**src/rtl/led_pattern_gen.sv**
```systemverilog
// Multi-mode LED driver: off, running light, blink-all and PWM breathe.
// A debounced active-low push key steps through the modes in order.
module led_pattern_gen #(
    parameter int LED_NUM         = 4,
    parameter int STEP_CYCLES     = 25_000_000,
    parameter int DEB_CYCLES      = 1_000_000,
    parameter int PWM_BITS        = 8,
    parameter int BREATHE_PERIODS = 4,
    parameter int LED_ACT_HIGH    = 1
) (
    input  logic               clk,
    input  logic               rst,
    input  logic               key,
    output logic [1:0]         mode,
    output logic [LED_NUM-1:0] led
);

    localparam int STEP_W = $clog2(STEP_CYCLES + 1);
    localparam int DEB_W  = $clog2(DEB_CYCLES + 1);
    localparam int PER_W  = $clog2(BREATHE_PERIODS + 1);

    localparam logic [STEP_W-1:0]  STEP_LAST    = STEP_W'(STEP_CYCLES - 1);
    localparam logic [DEB_W-1:0]   DEB_LAST     = DEB_W'(DEB_CYCLES - 1);
    localparam logic [PER_W-1:0]   PER_LAST     = PER_W'(BREATHE_PERIODS - 1);
    localparam logic [LED_NUM-1:0] PATTERN_INIT = {{(LED_NUM-1){1'b0}}, 1'b1};
    localparam logic [LED_NUM-1:0] LED_OFF      = (LED_ACT_HIGH != 0) ? {LED_NUM{1'b0}} : {LED_NUM{1'b1}};

    typedef enum logic [1:0] {
        MODE_OFF     = 2'd0,
        MODE_RUN     = 2'd1,
        MODE_BLINK   = 2'd2,
        MODE_BREATHE = 2'd3
    } modeState_t;

    modeState_t          r_mode;
    modeState_t          w_modeNext;
    logic [1:0]          r_keySync;
    logic                r_keyLevel;
    logic [DEB_W-1:0]    r_debCnt;
    logic [STEP_W-1:0]   r_stepCnt;
    logic [LED_NUM-1:0]  r_pattern;
    logic                r_phase;
    logic [PWM_BITS-1:0] r_pwmCnt;
    logic [PER_W-1:0]    r_perCnt;
    logic [PWM_BITS-1:0] r_duty;
    logic                r_dirUp;
    logic [LED_NUM-1:0]  r_led;

    logic                w_keySynced;
    logic                w_keyDiff;
    logic                w_debDone;
    logic                w_press;
    logic                w_stepEnd;
    logic                w_tick;
    logic                w_pwmWrap;
    logic                w_dutyStep;
    logic [LED_NUM-1:0]  w_ledLogical;

    assign w_keySynced = r_keySync[1];
    assign w_keyDiff   = (w_keySynced != r_keyLevel);
    assign w_debDone   = w_keyDiff && (r_debCnt == DEB_LAST);
    assign w_press     = w_debDone && !w_keySynced;
    assign w_stepEnd   = (r_stepCnt == STEP_LAST);
    assign w_tick      = w_stepEnd && !w_press;
    assign w_pwmWrap   = (r_pwmCnt == {PWM_BITS{1'b1}});
    assign w_dutyStep  = w_pwmWrap && (r_perCnt == PER_LAST) && (r_mode == MODE_BREATHE);

    assign mode = r_mode;
    assign led  = r_led;

    // Two-flop synchroniser for the asynchronous key, idling at the released level.
    always_ff @(posedge clk or posedge rst) begin
        if (rst) begin
            r_keySync <= 2'b11;
        end else begin
            r_keySync <= {r_keySync[0], key};
        end
    end

    // Debounce: accept a new key level only after DEB_CYCLES consecutive differing samples.
    always_ff @(posedge clk or posedge rst) begin
        if (rst) begin
            r_debCnt   <= '0;
            r_keyLevel <= 1'b1;
        end else if (!w_keyDiff) begin
            r_debCnt <= '0;
        end else if (w_debDone) begin
            r_debCnt   <= '0;
            r_keyLevel <= w_keySynced;
        end else begin
            r_debCnt <= r_debCnt + DEB_W'(1);
        end
    end

    // Mode state register.
    always_ff @(posedge clk or posedge rst) begin
        if (rst) begin
            r_mode <= MODE_RUN;
        end else begin
            r_mode <= w_modeNext;
        end
    end

    // Next mode: each accepted press advances one mode, wrapping breathe back to off.
    always_comb begin
        w_modeNext = r_mode;
        if (w_press) begin
            unique case (r_mode)
                MODE_OFF:     w_modeNext = MODE_RUN;
                MODE_RUN:     w_modeNext = MODE_BLINK;
                MODE_BLINK:   w_modeNext = MODE_BREATHE;
                MODE_BREATHE: w_modeNext = MODE_OFF;
                default:      w_modeNext = MODE_OFF;
            endcase
        end
    end

    // Pattern step timer; a mode change restarts it so a new pattern gets a full first step.
    always_ff @(posedge clk or posedge rst) begin
        if (rst) begin
            r_stepCnt <= '0;
        end else if (w_press || w_stepEnd) begin
            r_stepCnt <= '0;
        end else begin
            r_stepCnt <= r_stepCnt + STEP_W'(1);
        end
    end

    // Running-light pattern and blink phase, both advanced only by ticks in their own mode.
    always_ff @(posedge clk or posedge rst) begin
        if (rst) begin
            r_pattern <= PATTERN_INIT;
            r_phase   <= 1'b0;
        end else if (w_press) begin
            r_pattern <= PATTERN_INIT;
            r_phase   <= 1'b0;
        end else if (w_tick) begin
            if (r_mode == MODE_RUN) begin
                r_pattern <= {r_pattern[LED_NUM-2:0], r_pattern[LED_NUM-1]};
            end
            if (r_mode == MODE_BLINK) begin
                r_phase <= !r_phase;
            end
        end
    end

    // Free-running PWM counter plus a count of completed PWM periods.
    always_ff @(posedge clk or posedge rst) begin
        if (rst) begin
            r_pwmCnt <= '0;
            r_perCnt <= '0;
        end else if (w_press) begin
            r_pwmCnt <= '0;
            r_perCnt <= '0;
        end else begin
            r_pwmCnt <= r_pwmCnt + PWM_BITS'(1);
            if (w_pwmWrap) begin
                r_perCnt <= (r_perCnt == PER_LAST) ? '0 : r_perCnt + PER_W'(1);
            end
        end
    end

    // Breathe duty ramp: triangle that holds each endpoint for one step instead of wrapping.
    always_ff @(posedge clk or posedge rst) begin
        if (rst) begin
            r_duty  <= '0;
            r_dirUp <= 1'b1;
        end else if (w_press) begin
            r_duty  <= '0;
            r_dirUp <= 1'b1;
        end else if (w_dutyStep) begin
            if (r_dirUp) begin
                if (r_duty == {PWM_BITS{1'b1}}) begin
                    r_dirUp <= 1'b0;
                end else begin
                    r_duty <= r_duty + PWM_BITS'(1);
                end
            end else begin
                if (r_duty == '0) begin
                    r_dirUp <= 1'b1;
                end else begin
                    r_duty <= r_duty - PWM_BITS'(1);
                end
            end
        end
    end

    // Logical LED image for the current mode, before polarity is applied.
    always_comb begin
        w_ledLogical = '0;
        unique case (r_mode)
            MODE_OFF:     w_ledLogical = '0;
            MODE_RUN:     w_ledLogical = r_pattern;
            MODE_BLINK:   w_ledLogical = r_phase ? {LED_NUM{1'b1}} : {LED_NUM{1'b0}};
            MODE_BREATHE: w_ledLogical = (r_pwmCnt < r_duty) ? {LED_NUM{1'b1}} : {LED_NUM{1'b0}};
            default:      w_ledLogical = '0;
        endcase
    end

    // Registered pin drive with board polarity applied as the final stage.
    always_ff @(posedge clk or posedge rst) begin
        if (rst) begin
            r_led <= LED_OFF;
        end else if (LED_ACT_HIGH != 0) begin
            r_led <= w_ledLogical;
        end else begin
            r_led <= ~w_ledLogical;
        end
    end

endmodule

```
**config.mk**
```make
export PLATFORM = sky130hd
export DESIGN_NAME = led_pattern_gen
export DESIGN_NICKNAME = d
export VERILOG_FILES = /design/src/rtl/led_pattern_gen.sv
export SDC_FILE = /design/constraint.sdc
export NUM_CORES = 1
export LEC_CHECK = 0
export CELL_PAD_IN_SITES_DETAIL_PLACEMENT = 0
export CELL_PAD_IN_SITES_GLOBAL_PLACEMENT = 1
export CORE_ASPECT_RATIO = 1.5
export CORE_MARGIN = 2
export CORE_UTILIZATION = 55
export CTS_BUF_LIST = sky130_fd_sc_hd__clkbuf_4 sky130_fd_sc_hd__clkbuf_8
export DETAILED_ROUTE_END_ITERATION = 7
export PLACE_DENSITY = 0.88
export SLEW_MARGIN = 20
export SYNTH_ARGS = -nofsm -noshare
export SYNTH_HDL_FRONTEND = slang
export SYNTH_SLANG_ARGS = --single-unit
```
**constraint.sdc**
```tcl
create_clock -name clk -period 5 [get_ports clk]
set_input_delay 0.75 -clock clk [delete_from_list [all_inputs] [get_ports clk]]
set_output_delay 0.75 -clock clk [all_outputs]
set_load 0.01 [all_outputs]
```
; ---- After elaboration in Yosys (flattened, before gate mapping)
; Index checks and enable logic that the tools add are counted.
[word_totals]
register_bits = 79
input_bits = 3
[classes]
n_addsub = 6
reduce_logical = 20
mux = 27
eq_ne = 11
magnitude_cmp = 1
[op_table]
columns = operator, count
row1 = $mux W8, 6
row2 = $mux W20, 2
row3 = $add A25 B1 Y25 const B, 1
row4 = $eq A25 B25 Y1 const B, 1
row5 = $mux W25, 1
row6 = $add A20 B1 Y20 const B, 1
row7 = $eq A20 B20 Y1 const B, 1
row8 = $mux W4, 5
row9 = $add A8 B1 Y8 const B, 2
row10 = $eq A8 B8 Y1 const B, 2
row11 = $pmux W4 S4, 1
row12 = $reduce_bool A2 Y1, 5
row13 = $mux W3, 3
row14 = $logic_not A8 Y1, 1
row15 = $lt A8 B8 Y1, 1
row16 = $mux W1, 8
row17 = $pmux W2 S4, 1
row18 = $sub A8 B1 Y8 const B, 1
row19 = $ne A3 B3 Y1 const B, 2
row20 = $reduce_and A2 Y1, 3
row21 = $logic_and A1 B1 Y1, 5
row22 = $eq A2 B2 Y1 const B, 2
row23 = $add A3 B1 Y3 const B, 1
row24 = $eq A3 B2 Y1 const B, 1
row25 = 6 further kinds, 8

; ---- Depth between registers and ports, before layout
[logic_depth]
depth_word = 7
ltp_mapped = 8

; ---- Worst setup path before layout
; OpenSTA, ideal clock, no wires.
[synth_path]
path_type = register to register
startpoint = reg r_dirUp
endpoint = reg r_duty[6]
stages_incl_launch_ff = 8
slack_ns = 2.715
arrival_ns = 2.221
synth_period_minus_slack_ns = 2.285
cell_sequence = dfstp_2 -> inv_1 -> ha_1 -> nor2b_1 -> o31a_1 -> or4b_2 -> a31oi_1 -> o21a_1
[synth_between]
elab_chain_cells = 3
elab_cells_between_ends = 6
cone_classes = eq/ne (2) / mux (3) / reduce/logical (1)
[synth_lines]
columns = item, line_no
row1 = start: declaration, 46  ; logic r_dirUp;
row2 = start signal: assignment, 167  ; r_dirUp <= 1'b1;
row3 = start signal: assignment, 170  ; r_dirUp <= 1'b1;
row4 = start signal: assignment, 174  ; r_dirUp <= 1'b0;
row5 = $mux W8, 172  ; if (r_dirUp) begin
row6 = $mux W8, 171  ; end else if (w_dutyStep) begin
row7 = $mux W8, 168  ; end else if (w_press) begin
row8 = end signal: assignment, 176  ; r_duty <= r_duty + PWM_BITS'(1);
row9 = end signal: assignment, 182  ; r_duty <= r_duty - PWM_BITS'(1);
row10 = end: declaration, 45  ; logic [PWM_BITS-1:0] r_duty;
; Several ways; a longest one is shown, not always the timed one. The select of a mux whose other input is x is not followed.
; A chain may end at the register's enable or synchronous reset.

; ---- Final worst setup path
; Ends and elaborated chain as after synthesis.

==> results.toml <==
[setup_path]
crit_arrival_ns = 2.81
startpoint_type = "flip-flop"
path_max_fanout = 10
critical_path_class = "reg2reg"
crit_required_ns = 5.29
critPathCaptureType = "flip-flop"

[sta]
tns_ns = 0
period_share_pct = 50.4
slew_viol_final = 0
slew_headroom_pct = 35.1
rsz0062_at_grt = "no"
worst_pin_slew_ns = 0.974
setup_viol = 0
fmax_ghz = 0.397
post-route-min-period_ns = 2.52
finalClockSkew_ns = 0.00598
hold_viol = 0

[power]
irDropWorstVdd_mv = 0.167
leakagePower_nw = 2.05
power.density_nw_per_um2 = 247

[grt]
grt_usage_pct = 20.8
first_global_vias = 3187
antenna_found_initial = 0
grt_start_max_net_pins = 47
grt_pass1_wl_mm = 14.5
grt_overflow = 0

[yosys]
synth.avg_cell_area_sq_um = 9.84
seq_area_frac_synth_pct = 45.8
syn_area_sq_um = 4330
ys_top_cells_by_area = "dfrtp_1 42%, nor2_1 6.7%, xnor2_1 6.3%, ha_1 6.1%, xor2_1 3.8%"
synth_fp_nets = 465
synth_top_area_share_pct = 42.2
synth_top_flop_cell = "dfrtp_1"
synth_largest_area_cell = "dfrtp_1"
ys_ff_latch = 79
yosysUniqueCellTypes = 50
yosys_warnings = 0
synth_edf_count = 0
async_flop_share_pct = 100
synth_cells = 440

[cts]
numCtsBuffers = 9
cts.path.max_buffers = 2
clock-sinks = 79
insertion_delay_ns = 0.35
post_cts_resized = 0
post_cts_buffers = 0
cts_root_buf = "clkbuf_8"
cts_htree_levels = 3
ctsHoldBuffers = 0
clk_pin_slew_ns = 0.08
cts_tree = "done"

[finish]
fin_area_sq_um = 4710
nets = 476
insertedDiodeCount = 0
synthToLayoutAreaGrowth_pct = 8.78
fillCellCount = 695
drive_above_1_share_pct = 8.99

[route]
drt_wl_total_mm = 7.95
drc = 0
routed_via_density = 5.62
wl_per_cell_um = 14.2
vias = 3135
dr.pass1.iters = 4
ant_nets = 0
drt_iter0_drc = 148

[run]
maxCapViolCount = 0

[run_status]
status = "completed"

[floorplan]
fp.coreArea_sq_um = 7610
io_pins = 9
row_count = 39
start_util_pct = 56.9
die_w_um = 76.5
die_area_sq_um = 8610
die_y_um = 113

[placed_design]
routabilityCongestion = 0.842
dpl-instance-area_sq_um = 4500
portBuffers = 8
dp_hpwl_mm = 5.62

[min_path]
hold_class = "reg2reg"
layer usage:
metal	share of wire, %	track usage, %	up-vias
met3	2.6	4.34	11
met2	53	37.1	44
li1	-	-	1539
met1	42	24.8	1541
met4	1.5	7.52	0
met5	0	0	-
cells in the final DEF, fill, tap and decap left out, types with 2 or more instances in the layout:
master / instances
o21ai_0: 8
and3_1: 8
o21bai_1: 4
xnor2_1: 31
nand3b_1: 2
a21o_1: 5
nor4_4: 2
dfstp_2: 6
nor2_1: 77
mux2i_1: 8
nand3_2: 3
nand2_1: 20
a211o_1: 3
and2_1: 4
nand3_1: 21
a21oi_1: 14
or4_1: 3
nor3_1: 8
nand2b_1: 4
ha_1: 21
nand4_1: 11
xor2_1: 19
clkdlybuf4s50_1: 8
and4_1: 3
nor4_1: 16
o31a_1: 2
clkinv_2: 2
nor2b_1: 4
o21a_1: 2
a211oi_1: 4
clkbuf_8: 12
inv_1: 23
or4b_2: 2
dfrtp_1: 73
buf_4: 3
or2_2: 2
metrics by stage:
step	utilization [%]	cells	hold slack, ns	worst slack, ns	power (mW)
after floorplan	-	440	0.345	2.24	0.673
after global placement	59.1	542	0.354	2.62	0.680
after detailed placement	59.1	542	0.358	2.57	0.680
after CTS	61.9	558	0.369	2.48	1.18
after global routing	61.9	558	0.377	2.36	1.21
final	61.9	558	0.369	2.48	1.16
report_power, final:
group          total [mW]  switching (mW)  internal, mW  leakage [nW]
clock               0.496           0.221         0.276         0.113
combinational      0.0216          0.0170       0.00456         0.888
sequential          0.645         0.00296         0.642          1.05
worst max-delay path, cell delays in order, from the launching register on:
cell     delay, ns
dfstp_2       0.56
inv_1         0.15
ha_1          0.37
nor2b_1       0.16
o31a_1        0.26
or4b_2        0.62
a31oi_1       0.20
o21a_1        0.13
logic make-up (layout without fill, tap and decap cells):
group / Yosys count / count (layout) / share of synthesized area, %
simple gates: 196 / 196 / 24.2
flops: 79 / 79 / 45.8
xor+xnor: 50 / 50 / 10.1
compound gates: 49 / 49 / 7.72
buf+inv: 35 / 51 / 3.52
fa+ha+maj: 22 / 22 / 6.53
mux: 9 / 9 / 2.11
synthesized netlist by cell type, drive strengths merged (6+ instances only):
cell   number
a21oi      14
and3        8
buf         7
dfrtp      73
dfstp       6
ha         21
inv        24
mux2i       8
nand2      20
nand3      24
nand4      12
nor2       77
nor3        8
nor4       19
o21ai       8
xnor2      31
xor2       19
worst paths after layout:
kind                                             start                      to  slack, ns  cells past startpoint
worst max-delay path               r_dirUp$_DFFE_PP1P_   r_duty[6]$_DFFE_PP0P_       2.48                      7
worst min-delay path            r_keySync[0]$_DFF_PP1_  r_keySync[1]$_DFF_PP1_       0.37                      0
worst max register to register     r_dirUp$_DFFE_PP1P_   r_duty[6]$_DFFE_PP0P_       2.48                      7
worst min register to register  r_keySync[0]$_DFF_PP1_  r_keySync[1]$_DFF_PP1_       0.37                      0
max in group asynchronous                          rst     mode[0]$_DFFE_PP1P_       3.16                      3
min in group asynchronous                          rst   r_debCnt[1]$_DFF_PP0_       0.82                      2
cell type report:
| type | count | area, sq um | area share, % |
|---|---|---|---|
| multi-input cells | 326 | 2190 | 46.6 |
| well taps | 102 | 128 | 2.71 |
| inverters | 24 | 90.1 | 1.91 |
| clock buffers | 13 | 173 | 3.67 |
| flip-flops and latches | 79 | 1980 | 42.1 |
| clock inverters | 3 | 40.0 | 0.850 |
| repair buffers | 11 | 103 | 2.18 |
state kept, by name, summed over array words and instances, names as in the netlist:
register and flops:
led 4, mode 2, r_debCnt 20, r_dirUp 1
r_duty 8, r_keyLevel 1, r_keySync 2, r_pattern 4
r_perCnt 3, r_phase 1, r_pwmCnt 8, r_stepCnt 25
No activity file was read; power rests on OpenSTA's default activity.
